==> src/rtl/serial_pkg.sv <==
// Shared types and helpers for the serial word transmitter.
// The PARITY state exists in the enum regardless of SERIAL_TX_PARITY_EN.
package serial_pkg;

    localparam int NBITS_DATA_DFLT   = 4;
    localparam int CLKS_PER_BIT_DFLT = 4;
    localparam int PAR_MAX_W         = 64;

    typedef enum logic [2:0] {
        IDLE,
        START,
        DATA,
        PARITY,
        STOP
    } tx_state_t;

    // Callers zero-extend the word; zero padding leaves the XOR unchanged.
    function automatic logic even_parity(input logic [PAR_MAX_W-1:0] word);
        return ^word;
    endfunction

endpackage

==> src/rtl/serial_word_tx_if.sv <==
// Handshake and serial-line bundle between the upstream feeder and the transmitter.
interface serial_word_tx_if
    import serial_pkg::*;
#(
    parameter int NBITS_DATA = NBITS_DATA_DFLT
);
    logic [NBITS_DATA-1:0] tx_data;
    logic                  tx_valid;
    logic                  tx_ready;
    logic                  ser_bit;
    logic                  ser_shift;
    logic                  ser_busy;
    logic                  word_done;

    modport master (
        output tx_data, tx_valid,
        input  tx_ready, ser_bit, ser_shift, ser_busy, word_done
    );

    modport slave (
        input  tx_data, tx_valid,
        output tx_ready, ser_bit, ser_shift, ser_busy, word_done
    );
endinterface

==> src/rtl/serial_word_tx_bit_timer.sv <==
// Bit-period timer: counts 0..CLKS_PER_BIT-1 while run is high, pulses period_end
// on the terminal count and clears whenever run is low.
module bit_timer #(
    parameter int CLKS_PER_BIT = 4
) (
    input  logic clk,
    input  logic reset,
    input  logic run,
    output logic period_end
);
    localparam int            CW   = (CLKS_PER_BIT > 1) ? $clog2(CLKS_PER_BIT) : 1;
    localparam logic [CW-1:0] LAST = CW'(CLKS_PER_BIT - 1);

    logic [CW-1:0] clk_cnt_q, clk_cnt_d;

    assign period_end = run && (clk_cnt_q == LAST);

    always_comb begin
        clk_cnt_d = clk_cnt_q + 1'b1;
        if (!run || period_end)
            clk_cnt_d = '0;
    end

    always_ff @(posedge clk or posedge reset) begin
        if (reset)
            clk_cnt_q <= '0;
        else
            clk_cnt_q <= clk_cnt_d;
    end

endmodule

==> src/rtl/serial_word_tx.sv <==
// Serializes one word LSB-first in a start/stop frame, strobing ser_shift per data bit.
// Define SERIAL_TX_PARITY_EN to insert an even-parity bit between DATA and STOP.
module serial_word_tx
    import serial_pkg::*;
#(
    parameter int NBITS_DATA   = NBITS_DATA_DFLT,
    parameter int CLKS_PER_BIT = CLKS_PER_BIT_DFLT
) (
    input  logic            clk,
    input  logic            reset,
    serial_word_tx_if.slave bus
);
    localparam int            BW       = $clog2(NBITS_DATA);
    localparam logic [BW-1:0] LAST_BIT = BW'(NBITS_DATA - 1);

    tx_state_t             state_q, state_d;
    logic [BW-1:0]         bit_cnt_q, bit_cnt_d;
    logic [NBITS_DATA-1:0] hold_q, hold_d;
    logic                  run;
    logic                  period_end;
`ifdef SERIAL_TX_PARITY_EN
    logic                  par_q, par_d;
`endif

    assign run = (state_q != IDLE);

    bit_timer #(
        .CLKS_PER_BIT(CLKS_PER_BIT)
    ) u_bit_timer (
        .clk        (clk),
        .reset      (reset),
        .run        (run),
        .period_end (period_end)
    );

    always_ff @(posedge clk or posedge reset) begin
        if (reset) begin
            state_q   <= IDLE;
            bit_cnt_q <= '0;
            hold_q    <= '0;
`ifdef SERIAL_TX_PARITY_EN
            par_q     <= 1'b0;
`endif
        end else begin
            state_q   <= state_d;
            bit_cnt_q <= bit_cnt_d;
            hold_q    <= hold_d;
`ifdef SERIAL_TX_PARITY_EN
            par_q     <= par_d;
`endif
        end
    end

    always_comb begin
        state_d   = state_q;
        bit_cnt_d = bit_cnt_q;
        hold_d    = hold_q;
`ifdef SERIAL_TX_PARITY_EN
        par_d     = par_q;
`endif
        case (state_q)
            IDLE: begin
                if (bus.tx_valid) begin
                    state_d = START;
                    hold_d  = bus.tx_data;
`ifdef SERIAL_TX_PARITY_EN
                    par_d   = even_parity(PAR_MAX_W'(bus.tx_data));
`endif
                end
            end
            START: begin
                if (period_end)
                    state_d = DATA;
            end
            DATA: begin
                // The LSB is always on the line; shifting exposes the next bit.
                if (period_end) begin
                    hold_d = hold_q >> 1;
                    if (bit_cnt_q == LAST_BIT) begin
                        bit_cnt_d = '0;
`ifdef SERIAL_TX_PARITY_EN
                        state_d   = PARITY;
`else
                        state_d   = STOP;
`endif
                    end else begin
                        bit_cnt_d = bit_cnt_q + 1'b1;
                    end
                end
            end
`ifdef SERIAL_TX_PARITY_EN
            PARITY: begin
                if (period_end)
                    state_d = STOP;
            end
`endif
            STOP: begin
                if (period_end)
                    state_d = IDLE;
            end
            default: state_d = IDLE;
        endcase
    end

    // Outputs decode only registered state and the registered bit timer.
    always_comb begin
        bus.tx_ready  = (state_q == IDLE);
        bus.ser_busy  = (state_q != IDLE);
        bus.ser_shift = 1'b0;
        bus.word_done = 1'b0;
        bus.ser_bit   = 1'b1;
        case (state_q)
            START: bus.ser_bit = 1'b0;
            DATA: begin
                bus.ser_bit   = hold_q[0];
                bus.ser_shift = period_end;
            end
`ifdef SERIAL_TX_PARITY_EN
            PARITY: bus.ser_bit = par_q;
`endif
            STOP: bus.word_done = period_end;
            default: ;
        endcase
    end

endmodule

==> src/flat_wrapper.sv <==
// flat-port wrapper written by rule: the top's interface ports become plain ports
module serial_word_tx_flat import serial_pkg::*;
#(
    parameter int NBITS_DATA   = NBITS_DATA_DFLT,
    parameter int CLKS_PER_BIT = CLKS_PER_BIT_DFLT
)
  (clk, reset, bus_tx_data, bus_tx_valid, bus_tx_ready, bus_ser_bit, bus_ser_shift, bus_ser_busy, bus_word_done);
  serial_word_tx_if #(.NBITS_DATA(NBITS_DATA)) bus_i ();
  input  logic clk;
  input  logic reset;
  input wire logic [$bits(bus_i.tx_data)-1:0] bus_tx_data;
  input wire logic [$bits(bus_i.tx_valid)-1:0] bus_tx_valid;
  output wire logic [$bits(bus_i.tx_ready)-1:0] bus_tx_ready;
  output wire logic [$bits(bus_i.ser_bit)-1:0] bus_ser_bit;
  output wire logic [$bits(bus_i.ser_shift)-1:0] bus_ser_shift;
  output wire logic [$bits(bus_i.ser_busy)-1:0] bus_ser_busy;
  output wire logic [$bits(bus_i.word_done)-1:0] bus_word_done;
  assign bus_i.tx_data = bus_tx_data;
  assign bus_i.tx_valid = bus_tx_valid;
  assign bus_tx_ready = bus_i.tx_ready;
  assign bus_ser_bit = bus_i.ser_bit;
  assign bus_ser_shift = bus_i.ser_shift;
  assign bus_ser_busy = bus_i.ser_busy;
  assign bus_word_done = bus_i.word_done;
  serial_word_tx #(.NBITS_DATA(NBITS_DATA), .CLKS_PER_BIT(CLKS_PER_BIT)) u_core (.clk(clk), .reset(reset), .bus(bus_i));
endmodule
==> config.mk <==
export PLATFORM = sky130hd
export DESIGN_NAME = serial_word_tx_flat
export DESIGN_NICKNAME = d
export VERILOG_FILES = /design/src/rtl/serial_pkg.sv /design/src/rtl/serial_word_tx_if.sv /design/src/rtl/serial_word_tx_bit_timer.sv /design/src/rtl/serial_word_tx.sv /design/src/flat_wrapper.sv
export SDC_FILE = /design/constraint.sdc
export NUM_CORES = 1
export LEC_CHECK = 0
export ABC_CLOCK_PERIOD_IN_PS = 3600
export BUFFER_PORTS_ARGS = -buffer_cell sky130_fd_sc_hd__buf_2
export CORE_MARGIN = 5
export CORE_UTILIZATION = 45
export DETAILED_ROUTE_END_ITERATION = 16
export PLACE_DENSITY = 0.7
export SYNTH_ARGS = -nofsm -noshare
export SYNTH_HDL_FRONTEND = slang
export SYNTH_HIERARCHICAL = 1
export SYNTH_SLANG_ARGS = --single-unit
==> constraint.sdc <==
create_clock -name clk -period 3.6 [get_ports clk]
set_input_delay 0.18 -clock clk [delete_from_list [all_inputs] [get_ports clk]]
set_output_delay 0.18 -clock clk [all_outputs]
set_load 0.01 [all_outputs]
==> results of run 1 <==
-- registers in the layout, summed over array words and instances, names as in the netlist --
| name | flops |
|---|---|
| u_core/bit_cnt_q | 2 |
| u_core/state_q | 3 |
| u_core/hold_q | 4 |
| u_core/u_bit_timer/clk_cnt_q | 2 |
-- power by group --
part	internal (mW)	switching, mW	leakage [nW]
Combinational	0.122	0.0809	0.205
Sequential	0.172	0.0544	0.138
Clock	0.0428	0.0392	0.0150
-- worst paths after layout --
| path | endpoint | slack [ns] |
|---|---|---|
| setup / recovery | bus_ser_shift | 1.54 |
| hold / removal | u_core/hold_q[3] | 0.19 |
| setup reg to reg | u_core/hold_q[2] | 1.69 |
| hold reg to reg | u_core/u_bit_timer/clk_cnt_q[0] | 0.48 |
| max in group asynchronous | u_core/state_q[1] | 2.91 |
| min in group asynchronous | u_core/u_bit_timer/clk_cnt_q[0] | 0.32 |
-- synthesized netlist by cell type, drive strengths merged, types with 2 or more instances --
| library cell | number |
|---|---|
| buf | 2 |
| mux2 | 8 |
| nand4b | 2 |
| nor3 | 2 |
| a21oi | 3 |
| inv | 5 |
| nor2 | 4 |
| ha | 2 |
| dfrtp | 11 |
-- cells in the final DEF (no fill, tap or decap), types with 2 or more instances in the layout --
cell	count
mux2_1	2
buf_2	11
a21oi_1	3
nor2_1	3
dfrtp_1	11
clkbuf_4	3
inv_1	5
mux2_2	2
nand4b_1	2
mux2_4	4
ha_1	2
-- cell families (layout without fill, tap and decap cells) --
logic type | after synthesis | count (layout)
DFF | 11 | 11
muxes | 9 | 9
buffers and inverters | 7 | 21
AOI/OAI and AO/OA | 6 | 6
and+or+nand+nor | 18 | 18
adders and majority gates | 2 | 2
-- worst register-to-register path, stage by stage (launching register included) --
cell	delay, ns
dfrtp_1	0.54
or3_1	0.49
and2_2	0.25
nand2_2	0.13
a21boi_4	0.09
mux2_4	0.30
-- area by class of cell --
cell class | instances | area [um2]
well taps | 15 | 18.77
multi-input cells | 35 | 320.3
clock buffers | 4 | 26.28
repair buffers | 12 | 65.06
fillers | 118 | 593.1
flip-flops and latches | 11 | 275.3
inverters | 5 | 18.77
-- timing repair --
| action | CTS | global route |
|---|---|---|
| endpoints found under the hold margin | 11 | 0 |
| hold buffers | 1 | 0 |
| endpoints found under the setup margin | 0 | 0 |
-- layer usage --
metal	GRT usage, %	vias up
met3	4.135	2
li1	-	212
met5	0	-
met2	15.24	7
met4	6.452	0
met1	14.06	181
==> summary.md, run 1 <==
| Metric | Value |
|---|---|
| CTS max path bufs | 2 |
| Async SR Flop Fraction | 100.0% |
| IO Count | 12 |
| Area leader, netlist | dfrtp_1 |
| Fin Setup TNS | 0 ns |
| Slew Limit Headroom | between 70% and 80% |
| Ys Warns | 6 |
| Remaining DRCs | 0 |
| Period Utilization, post-route | between 50% and 60% |
| Primary FF master, synth | dfrtp_1 |
| Die W | between 40 and 50 um |
| Final non-filler cell total | 82 |
| Worst Path Arrival | between 1.5 and 2 ns |
| Final GP Congestion | around 0.69 |
| Hold_sp | bus_tx_data[3] |
| Avg Inst Size Synth | around 12 um2 |
| Placed cell areas | 688.2 um2 |
| EDFF count, synth | 0 |
| Slowest cell on the critical path | dfrtp_1 |
| Post-synthesis mux area share | a little under a fifth |
| Core Area | 0.001318 mm2 |
| Root Driver | clkbuf_4 |
| DR vias | around 400 |
| Status | finished, final reports clean |
| Worst slew pin tran | roughly 0.45 ns |
| Peak supply drop | approximately 360 uV |
| RSZ-0062 raised after global routing | false |
| Final setup vio count | 0 |
| Share of layout cells above drive strength 1 | roughly two fifths |
| Post-DP HPWL | between 700 and 800 um |
| PostCTS Resize Cnt | 0 |
| Post-CTS Setup Inserts | 0 |
| Syn-to-layout area delta | 13.75% |
| I/O Buffers | 11 |
| Placed Cells | between 70 and 80 |
| CTS sink cnt | 11 |
| Grt ovf | 0 |
| GRT Util Overall | a little over a tenth |
| Final clock skew | 0.005657 ns |
| Xor/xnor cell area share of the yosys netlist | 0% |
| Synth Instances | 53 |
| Largest net degree at the start of global routing | 15 |
| Critical Path Sink Type | output pin |
| Adder-cell share of the synthesized area | under 10% |
| Number of diodes | 0 |
| Max-slew violation count | 0 |
| Post-Route WL | 1.054 mm |
| WHS | ~0.19 ns |
| Netlist cell types | 27 |
| Reg2Reg Depth | 5 |
| Synthesis-stage register bit count | 11 |
| Critical path class | flop to output pin |
| CP Buf/Inv Count | 1 |
| Main combinational cell family by area after synthesis | simple AND/OR/NAND/NOR gates |
| CP top delay family | simple AND/OR/NAND/NOR gates |
| Syn_nets | slightly above 60 |
| Antenna Nets Post-Route | 0 |
| Largest stage delay, worst path | between 0.5 and 0.6 ns |
| Power density over the cells | 705.2 mW/mm2 |
| Initial antenna violation count | 0 |
| Final-report hold violation count | 0 |
| TritonCTS Buffers | 3 |
| Leakage | 0.3587 nW |
| Layout Nets | 77 |
| CP Depth | 5 |
| DR iter-0 viols | 5 |
| Iteration count of the initial detailed-routing pass | 4 |
| Metal3 WL | between 50 and 60 um |
| Number of global-route vias before repair | roughly 400 |
| Layout Utilization | roughly 55% |
| Worst flop-to-flop path startpoint | u_core/state_q[1] |
| Hold Path Cell Cnt | 3 |
| Pre-CTS setup slack | 1.708 ns |
| Initial Utilization | about 48% |
| Via density | between 4 and 5 |
| Power Total | just over 500 uW |
| Synth Area in Compound Gates | a little over 7% |
| Post-Syn Area | 636.9 um2 |
| M1 WL | 527 um |
| Die Area | around 0.0023 mm2 |
| Yosys top cell area share | a little over two fifths |
| Setup WS post-layout | 1.538 ns |
| Cells along the critical path | or3_1, and2_2, nand2_2, nor3_4, buf_2 |
| First-pass GRT wire length | 1.656 mm |
| Highest routed layer | met4 |
| Met2 WL | around 460 um |
| H-Tree Depth | 1 |
| Max cap viols | 0 |
| Final min period | just over 2 ns |
| Clk Latency, worst-skew pair | ~0.26 ns |
| Critical Path RT | approximately 3.4 ns |
| Max FO, Critical Path | 14 |
| Hold Crit Class | input port to flop |
| Rows | 13 |
| Largest cells by area after synthesis | dfrtp_1 (43%), mux2_4 (9.4%), ha_1 (3.9%) |
| CP startpoint kind | flop |
| DIE HEIGHT | between 40 and 50 um |
| Worst-path clk slew | 0.07 ns |
| CTS tree | built |
| Register area share after synthesis | a little over two fifths |
| Final instance area | a little over 700 um2 |
| Post-synthesis simple-gate area fraction | between 20% and 30% |
| DR WL/cell | 12.85 um |
| Fmax | 485.1 MHz |
| Worst Setup SP | u_core/state_q[1] |
Note: power is estimated with default switching activity, not from simulation.
==> run 2, diff against run 1 <==
--- a/config.mk
+++ b/config.mk
@@ -5,12 +5,12 @@
 export SDC_FILE = /design/constraint.sdc
 export NUM_CORES = 1
 export LEC_CHECK = 0
-export ABC_CLOCK_PERIOD_IN_PS = 3600
+export ABC_CLOCK_PERIOD_IN_PS = 1680
 export BUFFER_PORTS_ARGS = -buffer_cell sky130_fd_sc_hd__buf_2
 export CORE_MARGIN = 5
 export CORE_UTILIZATION = 45
 export DETAILED_ROUTE_END_ITERATION = 16
-export PLACE_DENSITY = 0.7
+export PLACE_DENSITY = 0.72
 export SYNTH_ARGS = -nofsm -noshare
 export SYNTH_HDL_FRONTEND = slang
 export SYNTH_HIERARCHICAL = 1
==> constraint.sdc (replaced) <==
create_clock -name clk -period 1.68 [get_ports clk]
set_input_delay 0.084 -clock clk [delete_from_list [all_inputs] [get_ports clk]]
set_output_delay 0.084 -clock clk [all_outputs]
set_load 0.01 [all_outputs]
==> summary.md, run 2 (synthesis results as in run 1) <==
| Metric | Value |
|---|---|
| Worst Path Arrival | ~1.5 ns |
| Final min period | 1.596 ns |
| Iteration count of the initial detailed-routing pass | 4 |
| RSZ-0062 raised after global routing | false |
| Reg2Reg Depth | 5 |
| Grt ovf | 0 |
| TritonCTS Buffers | 3 |
| DR iter-0 viols | 5 |
| Power Total | approximately 1.2 mW |
| Post-DP HPWL | just over 800 um |
| CP startpoint kind | flop |
| IO Count | 12 |
| Critical path class | flop to output pin |
| Slew Limit Headroom | 77.13% |
| Leakage | 0.3904 nW |
| Die W | approximately 48 um |
| Remaining DRCs | 0 |
| Critical Path RT | 1.60 ns |
| I/O Buffers | 11 |
| Final-report hold violation count | 0 |
| Peak supply drop | between 900 and 1000 uV |
| Layout Nets | 80 |
| Setup WS post-layout | roughly 0.084 ns |
| Antenna Nets Post-Route | 0 |
| H-Tree Depth | 1 |
| Final GP Congestion | between 0.7 and 0.8 |
| Fin Setup TNS | 0 ns |
| Core Area | between 0.001 and 0.0015 mm2 |
| Placed cell areas | 729.5 um2 |
| DIE HEIGHT | 47.62 um |
| DR WL/cell | about 13 um |
| Rows | 13 |
| Clk Latency, worst-skew pair | ~0.26 ns |
| Worst slew pin tran | roughly 0.34 ns |
| GRT Util Overall | 12.42% |
| Hold Path Cell Cnt | 3 |
| Final instance area | between 700 and 800 um2 |
| Status | finished, final reports clean |
| CTS sink cnt | 11 |
| DR vias | 433 |
| Root Driver | clkbuf_4 |
| Fmax | about 630 MHz |
| Hold Crit Class | input port to flop |
| Period Utilization, post-route | between 90% and 100% |
| Number of diodes | 0 |
| Share of layout cells above drive strength 1 | 52.86% |
| Critical Path Sink Type | output pin |
| Max FO, Critical Path | 5 |
| WHS | 0.1070 ns |
| Pre-CTS setup slack | around 0.15 ns |
| Initial Utilization | between 40% and 50% |
| Biggest register | u_core/hold_q |
| CTS tree | built |
| Post-Route WL | approximately 1.1 mm |
| Largest net degree at the start of global routing | 14 |
| Top flop regs | u_core/hold_q x4, u_core/state_q x3 |
| Initial antenna violation count | 0 |
| CTS max path bufs | 2 |
| Die Area | 0.002268 mm2 |
| Max-slew violation count | 0 |
| Final setup vio count | 0 |
| Power density over the cells | between 1500 and 2000 mW/mm2 |
| Number of global-route vias before repair | 445 |
| Most frequent cells in the layout | buf_2 (11), dfrtp_1 (11), mux2_4 (6), inv_1 (4) |
| Final clock skew | about 0.0024 ns |
| Max cap viols | 0 |
| Via density | approximately 5 |
| Worst-path clk slew | 0.07 ns |
| Max FFs per register | 4 |
| First-pass GRT wire length | around 1.9 mm |
| Syn-to-layout area delta | 22.40% |
-- run 2: path summary, 6_finish.rpt --
path	startpoint	endpoint	slack [ns]
worst max-delay path	u_core/state_q[0]	bus_ser_shift	0.08
worst min-delay path	bus_tx_data[3]	u_core/hold_q[3]	0.11
worst max register to register	u_core/state_q[0]	u_core/hold_q[1]	0.13
worst min register to register	u_core/u_bit_timer/clk_cnt_q[0]	u_core/u_bit_timer/clk_cnt_q[0]	0.46
max in group asynchronous	reset	u_core/hold_q[1]	1.10
min in group asynchronous	reset	u_core/u_bit_timer/clk_cnt_q[0]	0.22
-- run 2: layer usage --
layer	GRT usage (%)	up-vias	routed length, um
li1	-	218	-
met1	17.91	202	545
met2	16.84	11	468
met3	2.256	2	53
met4	8.065	0	20
met5	0	-	0
-- run 2: worst max-delay path, cell delays in order (launching register included) --
cell	delay, ns
dfrtp_1	0.38
or3_4	0.40
and2_4	0.18
nand2_4	0.09
nor3_4	0.05
buf_2	0.14
-- run 2: timing repair --
action / in CTS / in global routing
buffers inserted: 0 / 0
hold buffers: 1 / 0
gates cloned: 0 / 0
endpoints found under the hold margin: 11 / 0
endpoints found under the setup margin: 1 / 2
resized for setup: 1 / 3
pin swaps: 0 / 1
-- run 2: area by class of cell --
type | instances | area (um2)
Fill cell | 113 | 538.0
Multi-Input combinational cell | 35 | 347.8
Sequential cell | 11 | 275.3
Timing Repair Buffer | 15 | 91.34
Clock buffer | 3 | 22.52
Inverter | 5 | 18.77
Tap cell | 15 | 18.77
Clock inverter | 1 | 5.005
-- run 2: power by group --
group	switching, mW	internal, mW
Combinational	0.255	0.322
Sequential	0.0569	0.369
Clock	0.0880	0.0879
-- run 2: stage by stage --
stage	cells	utilization [%]
2_1_floorplan	53	-
3_3_place_gp	80	55.37
3_5_place_dp	80	55.37
4_1_cts	85	58.69
5_1_grt	85	59.16
6_report	85	59.16
